<file path="config.mk">
export PLATFORM = sky130hd
export DESIGN_NAME = hazard_ctrl
export DESIGN_NICKNAME = d
export VERILOG_FILES = /design/src/rtl/hazard_ctrl.sv
export SDC_FILE = /design/constraint.sdc
export NUM_CORES = 1
export LEC_CHECK = 0
export BUFFER_PORTS_ARGS = -buffer_cell sky130_fd_sc_hd__buf_2
export CORE_UTILIZATION = 51
export DETAILED_ROUTE_END_ITERATION = 12
export PLACE_DENSITY_LB_ADDON = 0.05
export SYNTH_ARGS = -nofsm -noshare
export SYNTH_HDL_FRONTEND = slang
export SYNTH_SLANG_ARGS = --single-unit
</file>
<file path="constraint.sdc">
create_clock -name clk -period 4.8 [get_ports clk]
set_input_delay 1.44 -clock clk [delete_from_list [all_inputs] [get_ports clk]]
set_output_delay 1.44 -clock clk [all_outputs]
set_load 0.005 [all_outputs]
</file>
<file path="src/rtl/hazard_ctrl.sv">
// Decode-stage hazard/stall controller: load-use and MUL/DIV interlocks,
// taken-branch squash, MUL/DIV busy sequencer and a saturating stall counter.
module hazard_ctrl #(
  parameter int MD_LAT = 4,
  parameter int CNT_W  = 32
) (
  input  logic             clk,
  input  logic             rst,
  input  logic [4:0]       ID_Rs,
  input  logic [4:0]       ID_Rt,
  input  logic             ID_UseRs,
  input  logic             ID_UseRt,
  input  logic             ID_MulDiv,
  input  logic             ID_ReadHiLo,
  input  logic             EX_MemRead,
  input  logic [4:0]       EX_WR_out,
  input  logic             EX_BranchTaken,
  output logic             PC_Write,
  output logic             IF_ID_Write,
  output logic             IF_ID_Flush,
  output logic             ID_EX_Flush,
  output logic             MD_Start,
  output logic             MD_Busy,
  output logic [CNT_W-1:0] Stall_Count,
  output logic             o_dbg_state
);

  localparam int CW = (MD_LAT > 2) ? $clog2(MD_LAT) : 1;

  typedef enum logic {
    S_IDLE = 1'b0,
    S_BUSY = 1'b1
  } state_t;

  state_t          r_state, w_state_nxt;
  logic [CW-1:0]   r_cnt, w_cnt_nxt;
  logic [CNT_W-1:0] r_stall_cnt;

  logic w_load_use;
  logic w_md_hazard;
  logic w_stall;
  logic w_busy;
  logic w_start;

  // Register $0 is hardwired zero, so a load targeting it never creates a dependency.
  assign w_load_use = EX_MemRead && (EX_WR_out != 5'd0) &&
                      ((ID_UseRs && (EX_WR_out == ID_Rs)) ||
                       (ID_UseRt && (EX_WR_out == ID_Rt)));

  assign w_busy      = !rst && (r_state == S_BUSY);
  assign w_md_hazard = w_busy && (ID_MulDiv || ID_ReadHiLo);
  assign w_stall     = !rst && !EX_BranchTaken && (w_load_use || w_md_hazard);
  assign w_start     = !rst && (r_state == S_IDLE) && ID_MulDiv &&
                       !w_stall && !EX_BranchTaken;

  always_comb begin
    PC_Write    = 1'b1;
    IF_ID_Write = 1'b1;
    IF_ID_Flush = 1'b0;
    ID_EX_Flush = 1'b0;
    if (!rst) begin
      if (EX_BranchTaken) begin
        IF_ID_Flush = 1'b1;
        ID_EX_Flush = 1'b1;
      end else if (w_stall) begin
        PC_Write    = 1'b0;
        IF_ID_Write = 1'b0;
        ID_EX_Flush = 1'b1;
      end
    end
  end

  assign MD_Start    = w_start;
  assign MD_Busy     = w_busy;
  assign Stall_Count = r_stall_cnt;
  assign o_dbg_state = r_state;

  // BUSY spans MD_LAT cycles: loaded with MD_LAT-1, leaves after the zero cycle.
  always_comb begin
    w_state_nxt = r_state;
    w_cnt_nxt   = r_cnt;
    case (r_state)
      S_IDLE: begin
        if (w_start) begin
          w_state_nxt = S_BUSY;
          w_cnt_nxt   = CW'(MD_LAT - 1);
        end
      end
      S_BUSY: begin
        if (r_cnt == '0) begin
          w_state_nxt = S_IDLE;
        end else begin
          w_cnt_nxt = r_cnt - CW'(1);
        end
      end
      default: begin
        w_state_nxt = S_IDLE;
        w_cnt_nxt   = '0;
      end
    endcase
  end

  always_ff @(posedge clk) begin
    if (rst) begin
      r_state     <= S_IDLE;
      r_cnt       <= '0;
      r_stall_cnt <= '0;
    end else begin
      r_state <= w_state_nxt;
      r_cnt   <= w_cnt_nxt;
      if (w_stall && !(&r_stall_cnt)) begin
        r_stall_cnt <= r_stall_cnt + CNT_W'(1);
      end
    end
  end

endmodule
</file>
==> results of run 1 <==
==> per-stage QoR <==
step	cell area, um2	power (mW)	hold WS, ns
detailed placement	2350	0.342	0.479
global route	2450	0.613	0.503
CTS	2450	0.596	0.487
floorplan	2010	0.324	0.447
finish	2450	0.594	0.485
global placement	2350	0.342	0.466
==> routing by layer <==
layer | routed length, um | up-vias
met2 | 2180 | 48
met1 | 2320 | 936
met4 | 54 | 0
met5 | 0 | -
li1 | - | 1037
met3 | 179 | 5
==> power by group <==
part	internal, mW	switching, mW
logic	0.0196	0.0232
clock network	0.152	0.107
registers	0.292	0.000946
total	0.464	0.131
==> cell usage after synthesis, types with 2 or more instances <==
library cell / number
or2_2: 3
ha_1: 2
nor3_1: 4
inv_1: 12
or4_1: 15
a21oi_1: 26
mux2_2: 6
o31ai_1: 14
nor2b_1: 7
nand3_1: 9
dfxtp_1: 35
clkbuf_1: 7
nor2_1: 16
nand4_2: 2
nand4_1: 11
nand2_1: 13
o21ai_0: 11
buf_2: 3
xnor2_1: 10
nor4_1: 6
or3_1: 12
==> worst min path at each step <==
stage          slack, ns       end  cells past startpoint
3_3_place_gp        0.47  r_cnt[0]                      2
6_report            0.48  r_cnt[0]                      2
5_1_grt             0.50  r_cnt[0]                      2
4_1_cts             0.49  r_cnt[0]                      2
2_1_floorplan       0.45  r_cnt[0]                      2
3_5_place_dp        0.48  r_cnt[0]                      2
==> registers in the layout (all words and copies together), names as in the netlist <==
| signal | flops |
|---|---|
| Stall_Count | 32 |
| r_cnt | 2 |
| o_dbg_state | 1 |
==> area by class of cell <==
type	instances	share of cell area, %
clock buffers	6	2.96
clock inverters	1	1.22
inverters	12	1.84
multi-input cells	186	49.6
flip-flops and latches	35	28.6
well taps	48	2.45
repair buffers	64	13.4
==> kinds of logic (layout without fill, tap and decap cells) <==
kind of cell | count (synthesis) | after routing | synth area share, %
simple gates | 107 | 107 | 32.7
compound gates | 59 | 59 | 17.8
flops | 35 | 35 | 34.8
buf+inv | 24 | 83 | 4.84
xor+xnor | 11 | 11 | 4.78
mux | 7 | 7 | 3.85
fa+ha+maj | 2 | 2 | 1.24
==> worst reg2reg max path: stages, from the launching register on <==
cell	delay [ns]
dfxtp_1	0.44
nand4_2	0.21
nor3_4	0.30
nand4_1	0.20
nand4b_1	0.52
or4_1	0.61
a21oi_1	0.15
==> results.json, run 1 <==
{
  "crit_arrival_ns": 2.97,
  "r2r_cells": 6,
  "ant_nets": 0,
  "cts_max_path_buffers": 2,
  "pre_cts_ws_ns": 0.389,
  "synth_edf_count": 0,
  "finalMaxSlewViolations": 0,
  "gp_congestion": 0.777,
  "seq_area_frac_synth_pct": 34.8,
  "fin_crit_sh_pct": 91.9,
  "hpwlAfterDp_um": 3490,
  "cp_slowest_cell": "or4_1",
  "drc": 0,
  "die_area_mm2": 0.00420,
  "synthCells": 245,
  "setup_slack_ns": 0.387,
  "fill_cells": 334,
  "drive_above_1_share_pct": 29.3,
  "drtIter0Drc": 168,
  "row_count": 22,
  "path_class": "input pin to output port",
  "cp_top_family": "compound AO/OA/AOI/OAI gates",
  "cts-root-buf": "clkbuf_8",
  "max-slew-margin-rel_pct": 67.6,
  "htreeDepth": 2,
  "dp.cells": 345,
  "final_common_cell": "buf_2",
  "cts_sinks": 35,
  "clkLatencyLatePin_ns": 0.29,
  "period_minus_slack_ns": 4.41,
  "io_buffers": 61,
  "fin_setup_tns_ns": 0,
  "postCtsSetupRepairBufs": 0,
  "coreArea_mm2": 0.00372,
  "final-setup-viol-count": 0,
  "use_met3_pct": 5.28,
  "cp-end-kind": "output port",
  "cp_max_fo": 3,
  "ys.flop_type": "dfxtp_1",
  "die_w_um": 64.8,
  "yosysTopAreaCellShare_pct": 34.8,
  "clk_pin_slew_ns": 0.06,
  "hold_buffers": 0,
  "hold_path.class": "flip-flop to flip-flop",
  "hold_violations": 0,
  "yosys_warnings": 0,
  "cts_tree": "built",
  "grt_pass1_wl_um": 7870,
  "vdd_ir_drop_max_v": 0.000159,
  "syn_nets": 270,
  "power.density_mw_per_mm2": 242,
  "crit_path_start_kind": "input pin",
  "synth_area_mm2": 0.00201,
  "worstHoldStart": "r_cnt[0]",
  "vias": 2026,
  "start_util_pct": 54.2,
  "required_ns": 3.36,
  "cts_buffers": 5,
  "worstPathCellList": "buf_2 -> or4_1 -> o21a_1 -> a2111oi_2 -> buf_2",
  "cts-resized-gates": 0,
  "vias_per_cell": 5.76,
  "grt_max_degree": 44,
  "dr.pass1.iters": 5,
  "cp-endpoint": "MD_Start",
  "ys_ff_latch": 35,
  "synth_cell_types": 42,
  "multi_input_area_mm2": 0.00122,
  "tightest_slew_ns": 0.483,
  "met1_usage_pct": 32.5,
  "cp.depth": 5,
  "track_usage_pct": 23.9,
  "grt_util_met2_pct": 37.6,
  "routed_wirelength_um": 4730,
  "busiest_layer": "met2",
  "worst-r2r-setup-slack_ns": 2.28,
  "stdcell_count": 352,
  "synth.area.top_cells": "dfxtp_1, a21oi_1, or4_1",
  "n_antenna_cell": 0,
  "crit_path_max_incr_delay_ns": 0.54,
  "nets": 329,
  "wl_per_cell_um": 13.4,
  "critPathMostFrequentCell": "buf_2",
  "pin_count": 62,
  "r2r_end": "Stall_Count[23]",
  "rsz0062_at_grt": "no",
  "max_freq_mhz": 227,
  "final_cell_mix": "buf_2, dfxtp_1, a21oi_1",
  "startpoint": "EX_WR_out[1]",
  "grt_pass1_vias": 1680,
  "synth_area_leader_cell": "dfxtp_1",
  "worstPathBufferInverterCount": 2,
  "fin_skew_ns": 0.00998,
  "status": "finished, final reports clean",
  "antenna_found_initial": 0,
  "syn_avg_cell_area_um2": 8.22,
  "cap_violations": 0,
  "grt_overflow": 0,
  "reg2reg_from": "Stall_Count[3]",
  "p_leak_nw": 0.961,
  "async_reset_ff_share_pct": 0,
  "die_y_um": 64.8,
  "syn_to_final_growth_pct": 21.7,
  "utilization_pct": 66.0,
  "seq_area_um2": 701
}
(Power assumes the default switching activity.)
==> inputs of run 2 (changes only) <==
clock period = 4.9 ns   (was 4.8 ns; I/O delays follow)
==> results.json, run 2 (synthesis results as in run 1) <==
{
  "status": "finished, final reports clean",
  "drc": 0,
  "final_common_cell": "buf_2",
  "final-setup-viol-count": 0,
  "hold_path.class": "flip-flop to flip-flop",
  "pre_cts_ws_ns": 0.430,
  "switchingPower_uw": 131,
  "grt_pass1_wl_um": 7840,
  "pin_count": 62,
  "hold_buffers": 0,
  "grt_overflow": 0,
  "dp.cells": 345,
  "io_buffers": 61,
  "die_w_um": 64.8,
  "postCtsSetupRepairBufs": 0,
  "total_power_uw": 535,
  "p_comb_share_pct": 7.8,
  "cts_buffers": 5,
  "cts-root-buf": "clkbuf_8",
  "clock_power_share_pct": 38.6,
  "path_class": "input pin to output port",
  "htreeDepth": 2,
  "die_area_mm2": 0.00420,
  "hpwlAfterDp_um": 3530,
  "row_count": 22,
  "gp_congestion": 0.777,
  "dpl_cell_area_mm2": 0.00235,
  "max_freq_mhz": 224,
  "ant_nets": 0,
  "coreArea_mm2": 0.00372,
  "clk_pin_slew_ns": 0.07,
  "nets": 329,
  "n_antenna_cell": 0,
  "power.density_mw_per_mm2": 220,
  "cp_max_fo": 3,
  "worst-r2r-setup-slack_ns": 2.35,
  "drive_above_1_share_pct": 29.5,
  "tightest_slew_ns": 0.497,
  "period_minus_slack_ns": 4.47,
  "clkLatencyLatePin_ns": 0.29,
  "cts_sinks": 35,
  "cts-resized-gates": 0,
  "track_usage_pct": 24.0,
  "fin_crit_sh_pct": 91.1,
  "required_ns": 3.43,
  "fin_setup_tns_ns": 0,
  "cts_max_path_buffers": 2,
  "cts_tree": "built",
  "swShare_pct": 24.5,
  "wl_per_cell_um": 13.5,
  "grt_pass1_vias": 1738,
  "routed_wirelength_um": 4760,
  "drtIter0Drc": 130,
  "start_util_pct": 54.2,
  "die_y_um": 64.8,
  "crit_arrival_ns": 3.00,
  "vias": 2013,
  "antenna_found_initial": 0,
  "rsz0062_at_grt": "no",
  "cp-end-kind": "output port",
  "cap_violations": 0,
  "final_cell_mix": "buf_2, dfxtp_1, a21oi_1",
  "fin_skew_ns": 0.00810,
  "largest_register_ffs": 32,
  "fin_area_mm2": 0.00243,
  "setup_slack_ns": 0.435,
  "vias_per_cell": 5.70,
  "internal_power_uw": 404,
  "grt_max_degree": 44,
  "dr.pass1.iters": 4,
  "hold_violations": 0,
  "utilization_pct": 65.5,
  "p_leak_nw": 0.951,
  "stdcell_count": 353,
  "finalMaxSlewViolations": 0,
  "hold_ws_ns": 0.489,
  "vdd_ir_drop_max_v": 0.000137,
  "crit_path_start_kind": "input pin",
  "power_frac_seq_pct": 53.5,
  "syn_to_final_growth_pct": 20.9,
  "max-slew-margin-rel_pct": 66.7
}
-- run 2: power groups by stage --
stage / clock (mW) / combinational, mW / sequential (mW)
final: 0.207 / 0.0419 / 0.287
after CTS: 0.211 / 0.0421 / 0.287
after global placement: 0 / 0.0413 / 0.293
after floorplan: 0 / 0.0244 / 0.293
after global routing: 0.224 / 0.0470 / 0.287
after detailed placement: 0 / 0.0419 / 0.293
-- run 2: worst max-delay path, cell delays in order --
cell,delay [ns]
buf_2,0.12
or4_1,0.54
o21a_1,0.21
a2111oi_2,0.46
buf_2,0.19
-- run 2: per-layer routing --
| metal | up-vias | routed length, um | global-route usage [%] |
|---|---|---|---|
| met5 | - | 0 | 0 |
| met4 | 0 | 48 | 8.89 |
| met3 | 5 | 216 | 4.58 |
| met2 | 58 | 2180 | 37.8 |
| met1 | 916 | 2310 | 32.1 |
| li1 | 1034 | - | - |
-- run 2: worst paths after layout --
| kind | startpoint | endpoint | cells after the start |
|---|---|---|---|
| worst min register to register | r_cnt[0] | r_cnt[0] | 2 |
| worst min-delay path | r_cnt[0] | r_cnt[0] | 2 |
| worst max-delay path | EX_WR_out[1] | MD_Start | 5 |
| worst max register to register | Stall_Count[3] | Stall_Count[31] | 6 |
-- run 2: area by class of cell --
| class | count | area, um2 |
|---|---|---|
| tap | 48 | 60.1 |
| clock buffer | 6 | 72.6 |
| sequential | 35 | 701 |
| inverter | 12 | 45.0 |
| clock inverter | 2 | 12.5 |
| fill | 343 | 1280 |
| timing repair buffer | 64 | 328 |
| multi-input combinational | 186 | 1220 |
